[src/rtl/mips_ctrl_pipe_pkg.sv]
// -----------------------------------------------------------------------------
// mips_ctrl_pkg
//   Shared types for the MIPS pipeline control slice.
//   - ctrl_t : decoded control bundle produced by the main decoder in ID
//   - aluop_t: ALU operation class carried in ctrl_t.aluop
//   - fwd_t  : EX-stage operand forwarding select (REGF / WB / MEM)
//   - fwd_select(): priority encoder for the forwarding select
// -----------------------------------------------------------------------------
package mips_ctrl_pkg;

    // Decoded controls, MSB first in the order the decoder emits them.
    typedef struct packed {
        logic       regwrite;
        logic       regdst;
        logic       alusrc;
        logic       branch;
        logic       bne;
        logic       memwrite;
        logic       memtoreg;
        logic       jump;
        logic [1:0] aluop;
    } ctrl_t;

    typedef enum logic [1:0] {
        ALUOP_ADD   = 2'b00,
        ALUOP_SUB   = 2'b01,
        ALUOP_FUNCT = 2'b10
    } aluop_t;

    typedef logic [1:0] fwd_t;

    localparam fwd_t FWD_REGF = 2'b00;
    localparam fwd_t FWD_WB   = 2'b01;
    localparam fwd_t FWD_MEM  = 2'b10;

    // The younger producer (MEM) holds the newer value, so it wins a double match.
    function automatic fwd_t fwd_select(input logic mem_hit, input logic wb_hit);
        fwd_t sel;
        if (mem_hit) begin
            sel = FWD_MEM;
        end else if (wb_hit) begin
            sel = FWD_WB;
        end else begin
            sel = FWD_REGF;
        end
        return sel;
    endfunction

endpackage

[src/rtl/mips_ctrl_pipe_if.sv]
// -----------------------------------------------------------------------------
// mips_ctrl_pipe_if
//   Bundles the ID-side inputs and all pipeline-control outputs of
//   mips_ctrl_pipe.
//   modport slave : the control pipe (reads ID fields, drives controls)
//   modport master: the decoder/datapath side (drives ID fields, reads controls)
//   Optional macro CTRL_PIPE_PERF_EN adds perf_stall/perf_flush/perf_retired.
// -----------------------------------------------------------------------------
interface mips_ctrl_pipe_if
    import mips_ctrl_pkg::*;
#(
    parameter int RA_W   = 5,
    parameter int PERF_W = 32
);

    // ID-side inputs
    logic            id_valid;
    ctrl_t           id_ctrl;
    logic [RA_W-1:0] id_rs;
    logic [RA_W-1:0] id_rt;
    logic [RA_W-1:0] id_rd;
    logic            ex_zero;

    // Hazard / redirect outputs
    logic            stall_f;
    logic            stall_d;
    logic            flush_d;
    logic            pcsrc_e;
    logic            jump_d;

    // EX-stage outputs
    logic            ex_alusrc;
    logic [1:0]      ex_aluop;
    logic            ex_regdst;
    fwd_t            fwd_a_e;
    fwd_t            fwd_b_e;

    // MEM-stage outputs
    logic            mem_memwrite;
    logic            mem_regwrite;
    logic            mem_memtoreg;
    logic [RA_W-1:0] mem_writereg;

    // WB-stage outputs
    logic            wb_regwrite;
    logic            wb_memtoreg;
    logic [RA_W-1:0] wb_writereg;

`ifdef CTRL_PIPE_PERF_EN
    logic [PERF_W-1:0] perf_stall;
    logic [PERF_W-1:0] perf_flush;
    logic [PERF_W-1:0] perf_retired;
`else
    localparam int perf_w_unused = PERF_W;
`endif

    modport slave (
`ifdef CTRL_PIPE_PERF_EN
        output perf_stall, perf_flush, perf_retired,
`endif
        input  id_valid, id_ctrl, id_rs, id_rt, id_rd, ex_zero,
        output stall_f, stall_d, flush_d, pcsrc_e, jump_d,
        output ex_alusrc, ex_aluop, ex_regdst, fwd_a_e, fwd_b_e,
        output mem_memwrite, mem_regwrite, mem_memtoreg, mem_writereg,
        output wb_regwrite, wb_memtoreg, wb_writereg
    );

    modport master (
`ifdef CTRL_PIPE_PERF_EN
        input  perf_stall, perf_flush, perf_retired,
`endif
        output id_valid, id_ctrl, id_rs, id_rt, id_rd, ex_zero,
        input  stall_f, stall_d, flush_d, pcsrc_e, jump_d,
        input  ex_alusrc, ex_aluop, ex_regdst, fwd_a_e, fwd_b_e,
        input  mem_memwrite, mem_regwrite, mem_memtoreg, mem_writereg,
        input  wb_regwrite, wb_memtoreg, wb_writereg
    );

endinterface

[src/rtl/mips_ctrl_pipe_stage_reg.sv]
// -----------------------------------------------------------------------------
// mips_ctrl_stage_reg
//   One pipeline stage register for the control slice: valid bit, ctrl_t and
//   NRA register numbers. Used for ID/EX (rs,rt,rd), EX/MEM and MEM/WB
//   (write register).
//   Ports: clk, reset (sync, active-high), en_i (advance), clr_i (load
//   bubble), valid_i/ctrl_i/ra_i (incoming stage), valid_o/ctrl_o/ra_o.
//   A non-valid entry is stored as all zeros so bubbles carry no stale
//   register numbers or controls downstream.
// -----------------------------------------------------------------------------
module mips_ctrl_stage_reg
    import mips_ctrl_pkg::*;
#(
    parameter int RA_W = 5,
    parameter int NRA  = 1
) (
    input  logic                      clk,
    input  logic                      reset,
    input  logic                      en_i,
    input  logic                      clr_i,
    input  logic                      valid_i,
    input  ctrl_t                     ctrl_i,
    input  logic [NRA-1:0][RA_W-1:0]  ra_i,
    output logic                      valid_o,
    output ctrl_t                     ctrl_o,
    output logic [NRA-1:0][RA_W-1:0]  ra_o
);

    logic                     valid_q, valid_d;
    ctrl_t                    ctrl_q, ctrl_d;
    logic [NRA-1:0][RA_W-1:0] ra_q, ra_d;

    // Next-state: bubble on clear, capture (zeroed if not valid) on enable, else hold.
    always_comb begin
        valid_d = valid_q;
        ctrl_d  = ctrl_q;
        ra_d    = ra_q;
        if (clr_i) begin
            valid_d = 1'b0;
            ctrl_d  = '0;
            ra_d    = '0;
        end else if (en_i) begin
            if (valid_i) begin
                valid_d = 1'b1;
                ctrl_d  = ctrl_i;
                ra_d    = ra_i;
            end else begin
                valid_d = 1'b0;
                ctrl_d  = '0;
                ra_d    = '0;
            end
        end else begin
            valid_d = valid_q;
            ctrl_d  = ctrl_q;
            ra_d    = ra_q;
        end
    end

    // Stage state register with synchronous reset.
    always_ff @(posedge clk) begin
        if (reset) begin
            valid_q <= 1'b0;
            ctrl_q  <= '0;
            ra_q    <= '0;
        end else begin
            valid_q <= valid_d;
            ctrl_q  <= ctrl_d;
            ra_q    <= ra_d;
        end
    end

    assign valid_o = valid_q;
    assign ctrl_o  = ctrl_q;
    assign ra_o    = ra_q;

endmodule

[src/rtl/mips_ctrl_pipe.sv]
// -----------------------------------------------------------------------------
// mips_ctrl_pipe
//   Carries decoded controls ID->EX->MEM->WB, detects load-use hazards
//   (stall), resolves beq/bne in EX (flush), and produces EX forwarding
//   selects.
//   Ports:
//     clk    : pipeline clock, all state on rising edge
//     reset  : synchronous, active-high; clears all stage state
//     bus    : mips_ctrl_pipe_if.slave (ID inputs, ex_zero, all controls)
//   Parameters: RA_W (register address width), PERF_W (perf counter width).
//   Optional macro CTRL_PIPE_PERF_EN: saturating counters for load-use
//   cycles, flush_d cycles and WB-valid (retired) cycles.
// -----------------------------------------------------------------------------
module mips_ctrl_pipe
    import mips_ctrl_pkg::*;
#(
    parameter int RA_W   = 5,
    parameter int PERF_W = 32
) (
    input  logic               clk,
    input  logic               reset,
    mips_ctrl_pipe_if.slave    bus
);

    localparam logic [RA_W-1:0] REG_ZERO = '0;

    // Stage outputs
    logic                     ex_valid_s, mem_valid_s, wb_valid_s;
    ctrl_t                    ex_ctrl_s, mem_ctrl_s, wb_ctrl_s;
    logic [2:0][RA_W-1:0]     ex_ra_s;     // [2]=rs, [1]=rt, [0]=rd
    logic [RA_W-1:0]          ex_rs_s, ex_rt_s, ex_rd_s;
    logic [RA_W-1:0]          ex_writereg_s, mem_writereg_s, wb_writereg_s;

    // Hazard / forwarding
    logic                     lu_s, pcsrc_s, jump_s;
    logic                     stall_s, flush_s, idex_clr_s;
    logic                     mem_hit_a_s, wb_hit_a_s, mem_hit_b_s, wb_hit_b_s;
    logic                     mem_wr_ok_s, wb_wr_ok_s;
    logic                     unused_wb_s;

    assign ex_rs_s = ex_ra_s[2];
    assign ex_rt_s = ex_ra_s[1];
    assign ex_rd_s = ex_ra_s[0];

    assign ex_writereg_s = ex_ctrl_s.regdst ? ex_rd_s : ex_rt_s;

    // ---------------- stage registers ----------------
    mips_ctrl_stage_reg #(.RA_W(RA_W), .NRA(3)) u_id_ex (
        .clk     (clk),
        .reset   (reset),
        .en_i    (1'b1),
        .clr_i   (idex_clr_s),
        .valid_i (bus.id_valid),
        .ctrl_i  (bus.id_ctrl),
        .ra_i    ({bus.id_rs, bus.id_rt, bus.id_rd}),
        .valid_o (ex_valid_s),
        .ctrl_o  (ex_ctrl_s),
        .ra_o    (ex_ra_s)
    );

    mips_ctrl_stage_reg #(.RA_W(RA_W), .NRA(1)) u_ex_mem (
        .clk     (clk),
        .reset   (reset),
        .en_i    (1'b1),
        .clr_i   (1'b0),
        .valid_i (ex_valid_s),
        .ctrl_i  (ex_ctrl_s),
        .ra_i    (ex_writereg_s),
        .valid_o (mem_valid_s),
        .ctrl_o  (mem_ctrl_s),
        .ra_o    (mem_writereg_s)
    );

    mips_ctrl_stage_reg #(.RA_W(RA_W), .NRA(1)) u_mem_wb (
        .clk     (clk),
        .reset   (reset),
        .en_i    (1'b1),
        .clr_i   (1'b0),
        .valid_i (mem_valid_s),
        .ctrl_i  (mem_ctrl_s),
        .ra_i    (mem_writereg_s),
        .valid_o (wb_valid_s),
        .ctrl_o  (wb_ctrl_s),
        .ra_o    (wb_writereg_s)
    );

    // Only regwrite/memtoreg are consumed in WB; the rest of the bundle just rides along.
    assign unused_wb_s = ^wb_ctrl_s;

    // ---------------- hazard detection ----------------
    // rt is compared even for I-type instructions; a false stall costs one cycle only.
    assign lu_s = ex_valid_s & ex_ctrl_s.memtoreg & (ex_writereg_s != REG_ZERO)
                & ((ex_writereg_s == bus.id_rs) | (ex_writereg_s == bus.id_rt));

    assign pcsrc_s = ex_valid_s & ((ex_ctrl_s.branch & bus.ex_zero)
                                 | (ex_ctrl_s.bne & ~bus.ex_zero));

    assign jump_s = bus.id_valid & bus.id_ctrl.jump;

    // Stall/flush priority: a taken branch kills ID, so stalling it would be pointless.
    always_comb begin
        stall_s    = 1'b0;
        flush_s    = 1'b0;
        idex_clr_s = 1'b0;
        if (pcsrc_s) begin
            stall_s    = 1'b0;
            flush_s    = 1'b1;
            idex_clr_s = 1'b1;
        end else if (lu_s) begin
            stall_s    = 1'b1;
            flush_s    = jump_s;
            idex_clr_s = 1'b1;
        end else begin
            stall_s    = 1'b0;
            flush_s    = jump_s;
            idex_clr_s = 1'b0;
        end
    end

    // ---------------- forwarding ----------------
    // $0 is hard-wired zero, so a producer targeting it must never be forwarded.
    assign mem_wr_ok_s = mem_valid_s & mem_ctrl_s.regwrite & (mem_writereg_s != REG_ZERO);
    assign wb_wr_ok_s  = wb_valid_s  & wb_ctrl_s.regwrite  & (wb_writereg_s  != REG_ZERO);

    assign mem_hit_a_s = mem_wr_ok_s & (mem_writereg_s == ex_rs_s);
    assign wb_hit_a_s  = wb_wr_ok_s  & (wb_writereg_s  == ex_rs_s);
    assign mem_hit_b_s = mem_wr_ok_s & (mem_writereg_s == ex_rt_s);
    assign wb_hit_b_s  = wb_wr_ok_s  & (wb_writereg_s  == ex_rt_s);

    assign bus.fwd_a_e = fwd_select(mem_hit_a_s, wb_hit_a_s);
    assign bus.fwd_b_e = fwd_select(mem_hit_b_s, wb_hit_b_s);

    // ---------------- outputs (all gated by stage valid) ----------------
    assign bus.stall_f      = stall_s;
    assign bus.stall_d      = stall_s;
    assign bus.flush_d      = flush_s;
    assign bus.pcsrc_e      = pcsrc_s;
    assign bus.jump_d       = jump_s;

    assign bus.ex_alusrc    = ex_valid_s & ex_ctrl_s.alusrc;
    assign bus.ex_aluop     = {2{ex_valid_s}} & ex_ctrl_s.aluop;
    assign bus.ex_regdst    = ex_valid_s & ex_ctrl_s.regdst;

    assign bus.mem_memwrite = mem_valid_s & mem_ctrl_s.memwrite;
    assign bus.mem_regwrite = mem_valid_s & mem_ctrl_s.regwrite;
    assign bus.mem_memtoreg = mem_valid_s & mem_ctrl_s.memtoreg;
    assign bus.mem_writereg = {RA_W{mem_valid_s}} & mem_writereg_s;

    assign bus.wb_regwrite  = wb_valid_s & wb_ctrl_s.regwrite;
    assign bus.wb_memtoreg  = wb_valid_s & wb_ctrl_s.memtoreg;
    assign bus.wb_writereg  = {RA_W{wb_valid_s}} & wb_writereg_s;

`ifdef CTRL_PIPE_PERF_EN
    localparam logic [PERF_W-1:0] PERF_ONE = {{(PERF_W-1){1'b0}}, 1'b1};
    localparam logic [PERF_W-1:0] PERF_MAX = {PERF_W{1'b1}};

    logic [PERF_W-1:0] perf_stall_q, perf_stall_d;
    logic [PERF_W-1:0] perf_flush_q, perf_flush_d;
    logic [PERF_W-1:0] perf_ret_q,   perf_ret_d;

    // Saturating event counters.
    always_comb begin
        perf_stall_d = perf_stall_q;
        perf_flush_d = perf_flush_q;
        perf_ret_d   = perf_ret_q;
        if (lu_s && (perf_stall_q != PERF_MAX)) begin
            perf_stall_d = perf_stall_q + PERF_ONE;
        end else begin
            perf_stall_d = perf_stall_q;
        end
        if (flush_s && (perf_flush_q != PERF_MAX)) begin
            perf_flush_d = perf_flush_q + PERF_ONE;
        end else begin
            perf_flush_d = perf_flush_q;
        end
        if (wb_valid_s && (perf_ret_q != PERF_MAX)) begin
            perf_ret_d = perf_ret_q + PERF_ONE;
        end else begin
            perf_ret_d = perf_ret_q;
        end
    end

    // Counter registers, cleared by reset.
    always_ff @(posedge clk) begin
        if (reset) begin
            perf_stall_q <= '0;
            perf_flush_q <= '0;
            perf_ret_q   <= '0;
        end else begin
            perf_stall_q <= perf_stall_d;
            perf_flush_q <= perf_flush_d;
            perf_ret_q   <= perf_ret_d;
        end
    end

    assign bus.perf_stall   = perf_stall_q;
    assign bus.perf_flush   = perf_flush_q;
    assign bus.perf_retired = perf_ret_q;
`else
    localparam int perf_w_unused = PERF_W;
`endif

endmodule

[src/flat_wrapper.sv]
// flat-port wrapper written by rule: the top's interface ports become plain ports
module mips_ctrl_pipe_flat import mips_ctrl_pkg::*;
#(
    parameter int RA_W   = 5,
    parameter int PERF_W = 32
)
  (clk, reset, bus_id_valid, bus_id_ctrl, bus_id_rs, bus_id_rt, bus_id_rd, bus_ex_zero, bus_stall_f, bus_stall_d, bus_flush_d, bus_pcsrc_e, bus_jump_d, bus_ex_alusrc, bus_ex_aluop, bus_ex_regdst, bus_fwd_a_e, bus_fwd_b_e, bus_mem_memwrite, bus_mem_regwrite, bus_mem_memtoreg, bus_mem_writereg, bus_wb_regwrite, bus_wb_memtoreg, bus_wb_writereg);
  mips_ctrl_pipe_if #(.RA_W(RA_W), .PERF_W(PERF_W)) bus_i ();
  input  logic clk;
  input  logic reset;
  input wire logic [$bits(bus_i.id_valid)-1:0] bus_id_valid;
  input wire logic [$bits(bus_i.id_ctrl)-1:0] bus_id_ctrl;
  input wire logic [$bits(bus_i.id_rs)-1:0] bus_id_rs;
  input wire logic [$bits(bus_i.id_rt)-1:0] bus_id_rt;
  input wire logic [$bits(bus_i.id_rd)-1:0] bus_id_rd;
  input wire logic [$bits(bus_i.ex_zero)-1:0] bus_ex_zero;
  output wire logic [$bits(bus_i.stall_f)-1:0] bus_stall_f;
  output wire logic [$bits(bus_i.stall_d)-1:0] bus_stall_d;
  output wire logic [$bits(bus_i.flush_d)-1:0] bus_flush_d;
  output wire logic [$bits(bus_i.pcsrc_e)-1:0] bus_pcsrc_e;
  output wire logic [$bits(bus_i.jump_d)-1:0] bus_jump_d;
  output wire logic [$bits(bus_i.ex_alusrc)-1:0] bus_ex_alusrc;
  output wire logic [$bits(bus_i.ex_aluop)-1:0] bus_ex_aluop;
  output wire logic [$bits(bus_i.ex_regdst)-1:0] bus_ex_regdst;
  output wire logic [$bits(bus_i.fwd_a_e)-1:0] bus_fwd_a_e;
  output wire logic [$bits(bus_i.fwd_b_e)-1:0] bus_fwd_b_e;
  output wire logic [$bits(bus_i.mem_memwrite)-1:0] bus_mem_memwrite;
  output wire logic [$bits(bus_i.mem_regwrite)-1:0] bus_mem_regwrite;
  output wire logic [$bits(bus_i.mem_memtoreg)-1:0] bus_mem_memtoreg;
  output wire logic [$bits(bus_i.mem_writereg)-1:0] bus_mem_writereg;
  output wire logic [$bits(bus_i.wb_regwrite)-1:0] bus_wb_regwrite;
  output wire logic [$bits(bus_i.wb_memtoreg)-1:0] bus_wb_memtoreg;
  output wire logic [$bits(bus_i.wb_writereg)-1:0] bus_wb_writereg;
  assign bus_i.id_valid = bus_id_valid;
  assign bus_i.id_ctrl = bus_id_ctrl;
  assign bus_i.id_rs = bus_id_rs;
  assign bus_i.id_rt = bus_id_rt;
  assign bus_i.id_rd = bus_id_rd;
  assign bus_i.ex_zero = bus_ex_zero;
  assign bus_stall_f = bus_i.stall_f;
  assign bus_stall_d = bus_i.stall_d;
  assign bus_flush_d = bus_i.flush_d;
  assign bus_pcsrc_e = bus_i.pcsrc_e;
  assign bus_jump_d = bus_i.jump_d;
  assign bus_ex_alusrc = bus_i.ex_alusrc;
  assign bus_ex_aluop = bus_i.ex_aluop;
  assign bus_ex_regdst = bus_i.ex_regdst;
  assign bus_fwd_a_e = bus_i.fwd_a_e;
  assign bus_fwd_b_e = bus_i.fwd_b_e;
  assign bus_mem_memwrite = bus_i.mem_memwrite;
  assign bus_mem_regwrite = bus_i.mem_regwrite;
  assign bus_mem_memtoreg = bus_i.mem_memtoreg;
  assign bus_mem_writereg = bus_i.mem_writereg;
  assign bus_wb_regwrite = bus_i.wb_regwrite;
  assign bus_wb_memtoreg = bus_i.wb_memtoreg;
  assign bus_wb_writereg = bus_i.wb_writereg;
  mips_ctrl_pipe #(.RA_W(RA_W), .PERF_W(PERF_W)) u_core (.clk(clk), .reset(reset), .bus(bus_i));
endmodule
[config.mk]
export PLATFORM = sky130hd
export DESIGN_NAME = mips_ctrl_pipe_flat
export DESIGN_NICKNAME = d
export VERILOG_FILES = /design/src/rtl/mips_ctrl_pipe_pkg.sv /design/src/rtl/mips_ctrl_pipe_if.sv /design/src/rtl/mips_ctrl_pipe_stage_reg.sv /design/src/rtl/mips_ctrl_pipe.sv /design/src/flat_wrapper.sv
export SDC_FILE = /design/constraint.sdc
export NUM_CORES = 1
export LEC_CHECK = 0
export CAP_MARGIN = 30
export CORE_MARGIN = 2
export CORE_UTILIZATION = 48
export DETAILED_ROUTE_END_ITERATION = 12
export PLACE_DENSITY_LB_ADDON = 0.15
export RECOVER_POWER = 50
export SLEW_MARGIN = 20
export SYNTH_ARGS = -nofsm -noshare
export SYNTH_HDL_FRONTEND = slang
export SYNTH_HIERARCHICAL = 1
export SYNTH_SLANG_ARGS = --single-unit
[constraint.sdc]
create_clock -name clk -period 2.2 [get_ports clk]
set_input_delay 0.44 -clock clk [delete_from_list [all_inputs] [get_ports clk]]
set_output_delay 0.44 -clock clk [all_outputs]
set_load 0.03 [all_outputs]
Word-level counts from Yosys, hierarchy flattened --
Cells that the tools add are included.
Word-level totals: bits in registers 42, output and inout port bits 28
Operators by class: muxes and demuxes 12, equal/unequal tests 6, bitwise operators 29, reduce and logical (&&, ||, !) cells 7
Operators by type and width (number):
- 5-bit equality test | 6
- 1-bit AND | 20
- 5-bit nonzero test | 3
- 5-bit AND | 2
- 1-bit two-way mux | 9
- 2-bit OR reduction | 3
- 5-bit two-way mux | 1
- 2-bit two-way mux | 2
- 1-bit NOT | 4
- 3-bit OR reduction | 1
- 2-bit AND | 1
- 1-bit OR | 2

Depth between registers and ports, before layout --
Gate-level depths: netlist of the first run.
depth in word-level cells 7, gate-level depth with buffers 11, mapped depth without buffers 8

Cells and area by module --
The synthesis of the first run kept the hierarchy.
Modules (own cells, without submodules):
- mips_ctrl_stage_reg (u_core.u_ex_mem ...) | cells each 71, seq. area each 320.3 µm², instances 2, area each 673.1 µm²
- mips_ctrl_stage_reg (u_core.u_id_ex) | cells each 115, seq. area each 520.5 µm², instances 1, area each 1089.8 µm²
- mips_ctrl_pipe | cells each 90, seq. area each 0.0 µm², instances 1, area each 708.2 µm²

Worst setup path before layout of the first run --
Ideal clock, no wire load.
path type flip-flop to output port, start register u_core.u_mem_wb.valid_q (netlist: u_core/u_mem_wb/valid_o), end output bus_fwd_a_e[0], arrival 2.264 ns, slack -0.504 ns, cell stages (with the launch flop) 5, buffers on the path 0, cell sequence dfxtp_1 and2_1 o21ai_0 or4_1 nor4_1
Between the ends: word-level cells in the longest chain between the ends 5
Ends and longest elaborated chain:
- start, declared | RTL line mips_ctrl_pipe_stage_reg.sv:29 | logic valid_q, valid_d;
- start signal, assigned | RTL line mips_ctrl_pipe_stage_reg.sv:66 | valid_q <= valid_d;
- 1-bit AND
- named net bus_wb_regwrite | RTL line flat_wrapper.sv:31 | output wire logic [$bits(bus_i.wb_regwrite)-1:0] bus_wb_regwrite;
- 1-bit AND | RTL line mips_ctrl_pipe.sv:123 | assign wb_wr_ok_s = wb_valid_s & wb_ctrl_s.regwrite & (wb_writereg_s != REG_ZERO);
- 1-bit AND | RTL line mips_ctrl_pipe.sv:126 | assign wb_hit_a_s = wb_wr_ok_s & (wb_writereg_s == ex_rs_s);
- 1-bit two-way mux | RTL line mips_ctrl_pipe_pkg.sv:41 | end else if (wb_hit) begin
- 2-bit two-way mux | RTL line mips_ctrl_pipe_pkg.sv:39 | if (mem_hit) begin
- end, declared | RTL line flat_wrapper.sv:25 | output wire logic [$bits(bus_i.fwd_a_e)-1:0] bus_fwd_a_e;
The timed path passes the listed nets, and every way through them passes these cells.

Worst setup path in the final report of the first run --
start register u_core.u_id_ex.ctrl_q (netlist bit u_core/u_id_ex/ctrl_o[8]), end output bus_stall_f
Between the ends: word-level cells in the longest chain between the ends 6
Ends and longest elaborated chain:
- start, declared | RTL line mips_ctrl_pipe_stage_reg.sv:30 | ctrl_t ctrl_q, ctrl_d;
- start signal, assigned | RTL line mips_ctrl_pipe_stage_reg.sv:67 | ctrl_q <= ctrl_d;
- 5-bit two-way mux (*) | RTL line mips_ctrl_pipe.sv:45 | assign ex_writereg_s = ex_ctrl_s.regdst ? ex_rd_s : ex_rt_s;
- 5-bit equality test or 5-bit nonzero test (tied branches) | RTL line mips_ctrl_pipe.sv:93, mips_ctrl_pipe.sv:92
- 1-bit OR or 1-bit AND (tied branches) | RTL line mips_ctrl_pipe.sv:93, mips_ctrl_pipe.sv:92
- 1-bit AND (*) | RTL line mips_ctrl_pipe.sv:93 | & ((ex_writereg_s == bus.id_rs) | (ex_writereg_s == bus.id_rt));
- 1-bit two-way mux (*) | RTL line mips_ctrl_pipe.sv:109 | end else if (lu_s) begin
- 1-bit two-way mux (*) | RTL line mips_ctrl_pipe.sv:105 | if (pcsrc_s) begin
- end, declared | RTL line flat_wrapper.sv:17 | output wire logic [$bits(bus_i.stall_f)-1:0] bus_stall_f;
Mark *: on every way between the ends. The rest lies on a longest branch, timed or not.

==> impl_metrics.yaml, run 1 <==
finish:
  antenna_cells: 0
  final_cells: 434
  multi_input_comb_area_um2: 1629
  finish.instance_area_um2: 3535
  drive_above_1_share_pct: 30.49
  nets: 392
  utilization_pct: 69.21
  num-fill-cells: 421
  seq_area_um2: 862.1
  area_growth_pct: 39.92
  final_cell_mix: "clkdlybuf4s50_1, nand3_1, nand2b_1"
  final_common_cell: "clkdlybuf4s50_1"
power_and_ir_drop:
  pwr-share-comb_pct: 17.0
  p_sw_share_pct: 26.13
  power.density_nw_per_um2: 448.7
  p_sw_uw: 414.5
  p_clk_share_pct: 33.0
  intPower_uw: 1172
  vdd_drop_max_uv: 375.7
  p_seq_share_pct: 50.1
  leakage_uw: 0.001348
floorplanning:
  ioPinCount: 57
  num_rows: 26
  die_h_um: 76.55
  die_w_um: 76.55
  dieArea_um2: 5859
  start_util_pct: 49.46
  fp.coreArea_um2: 5107
setup_path:
  startpoint_type: "flip-flop"
  arrival_ns: 2.15
  path_max_fanout: 4
  crit_required_ns: 1.76
  rr_worst_depth: 11
  criticalPathCategory: "reg2out"
  end_kind: "output port"
drt:
  first_pass_iters: 4
  vias_per_cell: 5.025
  wl_per_cell_um: 14.09
  antenna_left: 0
  drc: 0
  num_vias: 2181
  drt_iter0_markers: 113
  wl_um: 6114
cts:
  tritoncts: "done"
  h-tree-depth: 2
  ctsRootBufferMaster: "clkbuf_8"
  cts.sinks: 42
  clk-insertion-delay-late_ns: 0.30
  cts_buffers: 5
  cts_buffer_depth: 2
  cts.clk_slew.worst_paths_ns: 0.08
timing:
  hold_viol: 0
  final.setup.tns_ns: -2.808
  min_period_over_period_pct: 117.9
  report.final.slew_viol_count: 0
  slew_headroom_pct: 57.38
  min_period_ns: 2.594
  fin_ws_ns: -0.3943
  rsz0062_at_grt: "true"
  tightest_slew_ns: 0.6393
  finalSetupViolCount: 27
  finClkSkew_ns: 0.004593
  max_freq_mhz: 385.5
placement:
  io_buffers: 56
  gp_congestion: 0.8554
  dpl.hpwl_um: 4208
  dpl_cell_area_um2: 3269
  dpl.cell_count: 421
run_status:
  outcome: "finished with violations"
  violations: "setup timing"
global_routing:
  grt-ovfl-total: 0
  antenna_found_initial: 0
  grt_max_degree: 26
  grt_usage_pct: 21.57
  grt_pass1_wl_um: 10230
  grt_pass1_vias: 2123
synth:
  avgSynthCellArea_um2: 8.926
  netlist_instances: 283
  ys_warn_count: 6
  synthesis.area_um2: 2526
worst_hold_path:
  hold_path_class: "reg2reg"
  whs_path_depth: 2
job:
  drv_cap: 0
flip-flops by register name (all words and copies together) (netlist names):
register / count
u_core/u_id_ex/valid_o: 1
u_core/u_mem_wb/valid_o: 1
u_core/u_id_ex/ctrl_o: 9
u_core/u_ex_mem/ctrl_o: 3
u_core/u_mem_wb/ra_o: 5
u_core/u_ex_mem/ra_o: 5
u_core/u_id_ex/ra_o: 15
u_core/u_mem_wb/ctrl_o: 2
u_core/u_ex_mem/valid_o: 1
power groups by stage:
| stage | combinational [uW] | clock, uW | sequential [uW] |
|---|---|---|---|
| after floorplan | 166 | 0 | 812 |
| after global placement | 240 | 0 | 814 |
| after detailed placement | 241 | 0 | 814 |
| after CTS | 255 | 534 | 794 |
| after global routing | 291 | 563 | 796 |
| final | 269 | 523 | 794 |
per-stage QoR:
stage	power, uW	setup WS (ns)	hold WS (ns)
final	1586	-0.3943	0.5012
after global routing	1651	-0.4788	0.5163
after CTS	1583	-0.3512	0.5029
after detailed placement	1055	-0.2083	0.4965
after global placement	1055	-0.2000	0.4900
after floorplan	978.3	-0.01938	0.4707
final cells by class:
class | instances | share of cell area [%]
sequential | 42 | 24.39
multi-input combinational | 222 | 46.09
clock inverter | 1 | 0.1416
inverter | 4 | 0.4248
timing repair buffer | 88 | 24.04
tap | 70 | 2.478
clock buffer | 7 | 2.442
per-layer routing:
metal	track usage [%]	vias to the layer above	part of all wire [%]
met1	28.61	1033	47
met3	4.028	8	3.9
met4	6.000	0	1.3
met5	0	-	0
met2	35.84	51	48
li1	-	1089	-
final timing paths:
kind | from | end | slack, ns
min | u_core/u_id_ex/ctrl_o[9] | u_core/u_ex_mem/ctrl_o[9] | 0.50
min reg2reg | u_core/u_id_ex/ctrl_o[9] | u_core/u_ex_mem/ctrl_o[9] | 0.50
max | u_core/u_id_ex/ctrl_o[8] | bus_stall_f | -0.39
max reg2reg | u_core/u_id_ex/ctrl_o[8] | u_core/u_id_ex/ra_o[5] | -0.15
critical path: stages, from the launching register on:
cell      delay, ns
dfxtp_4        0.39
buf_12         0.13
mux2i_4        0.23
buf_4          0.14
xor2_1         0.18
nand3_1        0.12
a211oi_2       0.30
nor2b_4        0.22
buf_6          0.14
what timing repair did:
item,in CTS,in global routing
buffers inserted,0,4
gates cloned,1,0
resized for setup,16,21
hold endpoints to repair,0,0
pin swaps,4,8
hold buffers,0,0
setup endpoints to repair,8,32
Power figures use the tool's default switching activity.
==> run 2, diff against run 1 <==
--- a/config.mk
+++ b/config.mk
@@ -6,11 +6,13 @@
 export NUM_CORES = 1
 export LEC_CHECK = 0
 export CAP_MARGIN = 30
-export CORE_MARGIN = 2
+export CORE_MARGIN = 10
 export CORE_UTILIZATION = 48
 export DETAILED_ROUTE_END_ITERATION = 12
+export HOLD_SLACK_MARGIN = 0.05
 export PLACE_DENSITY_LB_ADDON = 0.15
 export RECOVER_POWER = 50
+export SETUP_SLACK_MARGIN = 0.3
 export SLEW_MARGIN = 20
 export SYNTH_ARGS = -nofsm -noshare
 export SYNTH_HDL_FRONTEND = slang
==> impl_metrics.yaml, run 2 (synthesized netlist as in run 1, its figures left out) <==
power_and_ir_drop:
  vdd_drop_max_uv: 350.8
  p_sw_uw: 417.6
  p_seq_share_pct: 47.4
  p_sw_share_pct: 25.10
  p_clk_share_pct: 36.3
  pwr-share-comb_pct: 16.3
  intPower_uw: 1246
  leakage_uw: 0.001457
  power_uw: 1664
  power.density_nw_per_um2: 464.2
drt:
  vias_per_cell: 4.870
  num_vias: 2133
  drc: 0
  wl_um: 6586
  drt_iter0_markers: 109
  wl_per_cell_um: 15.04
  first_pass_iters: 4
  antenna_left: 0
timing:
  min_period_over_period_pct: 114.2
  hold_viol: 0
  tightest_slew_ns: 0.6435
  min_period_ns: 2.513
  max_freq_mhz: 397.9
  finalSetupViolCount: 4
  report.final.slew_viol_count: 0
  slew_headroom_pct: 57.10
  rsz0062_at_grt: "true"
  finClkSkew_ns: 0.002719
  fin_ws_ns: -0.3133
setup_path:
  crit_start: "u_core/u_id_ex/ctrl_o[8]"
  rr_worst_depth: 11
  criticalPathCategory: "reg2out"
  path_max_fanout: 4
  timing.rr.end: "u_core/u_id_ex/ra_o[4]"
  end_kind: "output port"
  r2r-start: "u_core/u_id_ex/ctrl_o[8]"
  arrival_ns: 2.07
  r2r_slack_ns: 0
  crit_required_ns: 1.76
  startpoint_type: "flip-flop"
  crit_end: "bus_stall_f"
floorplanning:
  fp.coreArea_um2: 5107
  ioPinCount: 57
  num_rows: 26
  die_w_um: 92.55
  die_h_um: 92.55
  dieArea_um2: 8565
  start_util_pct: 49.46
cts:
  cts_buffers: 5
  cts.sinks: 42
  tritoncts: "done"
  clk-insertion-delay-late_ns: 0.29
  cts_buffer_depth: 2
  h-tree-depth: 2
  ctsRootBufferMaster: "clkbuf_8"
  cts.clk_slew.worst_paths_ns: 0.08
  hold_buffers: 0
global_routing:
  grt-ovfl-total: 0
  grt_usage_pct: 15.80
  grt_pass1_wl_um: 11100
  antenna_found_initial: 0
  grt_max_degree: 26
  grt_pass1_vias: 2270
finish:
  final_common_cell: "nand3_1"
  num-fill-cells: 422
  nets: 396
  seq_area_um2: 872.1
  drive_above_1_share_pct: 32.88
  multi_input_comb_area_um2: 1662
  area_growth_pct: 41.90
  largest_reg_flops: 15
  final_cell_mix: "nand3_1, nand2b_1, dfxtp_1"
  utilization_pct: 70.19
  finish.instance_area_um2: 3585
  antenna_cells: 0
placement:
  dpl.hpwl_um: 4786
  io_buffers: 56
  gp_congestion: 0.8619
  preCtsSetupSlack_ns: -0.3002
  dpl_cell_area_um2: 3271
run_status:
  outcome: "finished with violations"
  violations: "setup timing"
job:
  drv_cap: 0
worst_hold_path:
  hold_path_class: "reg2reg"
## run 2: cell type report
type / instances / share of cell area [%]
Clock buffer: 5 / 1.920
Clock inverter: 3 / 1.117
Inverter: 4 / 0.4188
Multi-Input combinational cell: 222 / 46.35
Sequential cell: 42 / 24.33
Tap cell: 70 / 2.443
Timing Repair Buffer: 92 / 23.42
## run 2: power by group through the flow
stage	combinational, uW	clock (uW)	sequential [uW]
after floorplan	167	0	812
after global placement	243	0	814
after detailed placement	244	0	815
after CTS	259	616	789
after global routing	293	658	792
final	271	605	789
## run 2: metrics by stage
| step | hold WS, ns | setup TNS, ns | std cells |
|---|---|---|---|
| 6_report | 0.5045 | -0.8203 | 438 |
| 5_1_grt | 0.5399 | -4.387 | 438 |
| 4_1_cts | 0.5066 | -0.8615 | 438 |
| 3_5_place_dp | 0.4954 | -3.200 | 421 |
| 3_3_place_gp | 0.4908 | -2.651 | 421 |
| 2_1_floorplan | 0.4707 | -0.01938 | 297 |
## run 2: how the worst min path moves through the flow
stage	start	end	slack, ns	depth (start not counted)
after floorplan	u_core/u_id_ex/ctrl_o[4]	u_core/u_ex_mem/ctrl_o[4]	0.47	2
after global placement	u_core/u_id_ex/ctrl_o[9]	u_core/u_ex_mem/ctrl_o[9]	0.49	2
after detailed placement	u_core/u_id_ex/ctrl_o[9]	u_core/u_ex_mem/ctrl_o[9]	0.50	2
after CTS	u_core/u_id_ex/ctrl_o[9]	u_core/u_ex_mem/ctrl_o[9]	0.51	2
after global routing	u_core/u_id_ex/ctrl_o[9]	u_core/u_ex_mem/ctrl_o[9]	0.54	2
final	u_core/u_id_ex/ctrl_o[9]	u_core/u_ex_mem/ctrl_o[9]	0.50	2
## run 2: worst max-delay path, stage by stage (launching register included)
cell	delay, ns
dfxtp_2	0.37
buf_12	0.13
mux2_2	0.38
xnor2_1	0.15
nand3_1	0.12
a211oi_2	0.28
nor2b_4	0.21
buf_6	0.14
## run 2: what timing repair did
item / CTS / global route
hold endpoints to repair: 0 / 0
resized for setup: 68 / 11
pin swaps: 13 / 7
cloned: 0 / 0
endpoints found under the setup margin: 52 / 34
setup buffers: 9 / 0
## run 2: per-layer routing
layer / vias to the layer above / GRT usage [%] / wire, um
li1: 1101 / - / -
met1: 980 / 19.06 / 3033
met2: 46 / 26.41 / 3140
met3: 6 / 4.843 / 343
met4: 0 / 4.627 / 69
met5: - / 0 / 0
==> run 3, diff against run 2 <==
--- a/config.mk
+++ b/config.mk
@@ -10,7 +10,7 @@
 export CORE_UTILIZATION = 48
 export DETAILED_ROUTE_END_ITERATION = 12
 export HOLD_SLACK_MARGIN = 0.05
-export PLACE_DENSITY_LB_ADDON = 0.15
+export PLACE_DENSITY = 0.77
 export RECOVER_POWER = 50
 export SETUP_SLACK_MARGIN = 0.3
 export SLEW_MARGIN = 20
@@ -18,3 +18,4 @@
 export SYNTH_HDL_FRONTEND = slang
 export SYNTH_HIERARCHICAL = 1
 export SYNTH_SLANG_ARGS = --single-unit
+export TNS_END_PERCENT = 30
==> impl_metrics.yaml, run 3 (synthesized netlist as in run 1, its figures left out) <==
setup_path:
  rr_worst_depth: 11
  arrival_ns: 2.19
  critical_path.top_delay_family: "simple AND/OR/NAND/NOR gates"
  path_cells: "buf_12, mux2i_4, xnor2_1, nor3_1, nand3_1, a211oi_2, nor2b_4, buf_4"
  crit_slowest_cell: "dfxtp_2"
  r2r-start: "u_core/u_id_ex/ctrl_o[8]"
  r2r_slack_ns: -0.03
  end_kind: "output port"
  cp.buffers_inverters: 2
  cpPeakStageDelay_ns: 0.35
  criticalPathCategory: "reg2out"
  timing.rr.end: "u_core/u_id_ex/ra_o[11]"
  startpoint_type: "flip-flop"
  path_max_fanout: 5
  crit_required_ns: 1.76
drt:
  wl_per_cell_um: 16.12
  num_vias: 2207
  first_pass_iters: 4
  drc: 0
  drt_iter0_markers: 93
  antenna_left: 0
  wl_um: 7011
  vias_per_cell: 5.074
global_routing:
  antenna_found_initial: 0
  grt_pass1_wl_um: 11340
  grt-ovfl-total: 0
  grt_usage_pct: 16.08
  grt_max_degree: 26
  grt_pass1_vias: 2296
timing:
  rsz0062_at_grt: "true"
  max_freq_mhz: 380.9
  min_period_over_period_pct: 119.3
  finalSetupViolCount: 28
  fin_ws_ns: -0.4253
  report.final.slew_viol_count: 0
  hold_viol: 0
  finClkSkew_ns: 0.008216
  tightest_slew_ns: 0.6697
  slew_headroom_pct: 55.36
  min_period_ns: 2.625
finish:
  antenna_cells: 0
  largest_reg_flops: 15
  num-fill-cells: 390
  final_common_cell: "nand3_1"
  utilization_pct: 71.19
  final_cell_mix: "nand3_1, nand2b_1, a21oi_2"
  multi_input_comb_area_um2: 1668
  nets: 393
  area_growth_pct: 43.93
  drive_above_1_share_pct: 32.88
  final_cells: 435
  seq_area_um2: 870.8
floorplanning:
  die_w_um: 92.55
  num_rows: 26
  dieArea_um2: 8565
  fp.coreArea_um2: 5107
  die_h_um: 92.55
  start_util_pct: 49.46
  ioPinCount: 57
run_status:
  outcome: "finished with violations"
  violations: "setup timing"
cts:
  clk-insertion-delay-late_ns: 0.29
  cts.clk_slew.worst_paths_ns: 0.08
  tritoncts: "done"
  hold_buffers: 0
  cts_buffer_depth: 2
  ctsRootBufferMaster: "clkbuf_8"
  h-tree-depth: 2
  cts.sinks: 42
  cts_buffers: 5
placement:
  dpl.cell_count: 418
  dpl.hpwl_um: 4849
  gp_congestion: 0.7930
  io_buffers: 56
power_and_ir_drop:
  power_uw: 1683
  leakage_uw: 0.001464
  vdd_drop_max_uv: 335.5
  power.density_nw_per_um2: 462.8
worst_hold_path:
  holdPathEnd: "u_core/u_ex_mem/ctrl_o[4]"
  hold_path_class: "reg2reg"
  whs_path_depth: 2
  hold_start: "u_core/u_id_ex/ctrl_o[4]"
job:
  drv_cap: 0
## run 3: worst max path at each step
stage	startpoint	endpoint	slack (ns)	cells past startpoint
2_1_floorplan	u_core/u_id_ex/ctrl_o[8]	bus_stall_f	-0.02	8
3_3_place_gp	bus_ex_zero	bus_flush_d	-0.28	5
3_5_place_dp	bus_ex_zero	bus_flush_d	-0.36	5
4_1_cts	u_core/u_id_ex/ctrl_o[8]	bus_stall_f	-0.36	8
5_1_grt	u_core/u_id_ex/ctrl_o[8]	bus_stall_f	-0.50	8
6_report	u_core/u_id_ex/ctrl_o[8]	bus_stall_f	-0.43	8
## run 3: layout make-up
| cell class | instances | area share, % |
|---|---|---|
| multi-input cells | 222 | 45.87 |
| clock buffers | 5 | 1.893 |
| inverters | 4 | 0.4129 |
| flip-flops and latches | 42 | 23.95 |
| well taps | 70 | 2.409 |
| clock inverters | 3 | 1.101 |
| repair buffers | 89 | 24.36 |
## run 3: timing repair
| item | in CTS | in global routing |
|---|---|---|
| pin swaps | 9 | 9 |
| setup endpoints to repair | 51 | 34 |
| buffers inserted | 5 | 1 |
| cloned | 2 | 1 |
| resized for setup | 60 | 20 |
## run 3: worst min-delay path: stages (launching register included)
cell and delay [ns]:
dfxtp_1 0.32, nand3_1 0.09, a21oi_2 0.05
## run 3: metal layers
layer  vias to the layer above  global-route usage (%)  wire [um]
li1                       1086                       -          -
met1                      1054                   17.10       2892
met2                        63                   29.41       3598
met3                         4                   5.730        469
met4                         0                   4.113         51
met5                         -                       0          0
## run 3: metrics by stage
stage	worst slack, ns	TNS, ns	instance area, um2	hold slack, ns
final	-0.4253	-1.330	3636	0.5053
after global routing	-0.4979	-3.827	3636	0.5216
after CTS	-0.3625	-0.9956	3550	0.5115
after detailed placement	-0.3613	-2.718	3248	0.4998
after global placement	-0.2797	-1.889	3248	0.4865
after floorplan	-0.01938	-0.01938	2638	0.4707
## run 3: power by group
| part | switching [uW] | internal (uW) |
|---|---|---|
| registers | 19.1 | 772 |
| clock network | 262 | 334 |
| logic | 140 | 156 |
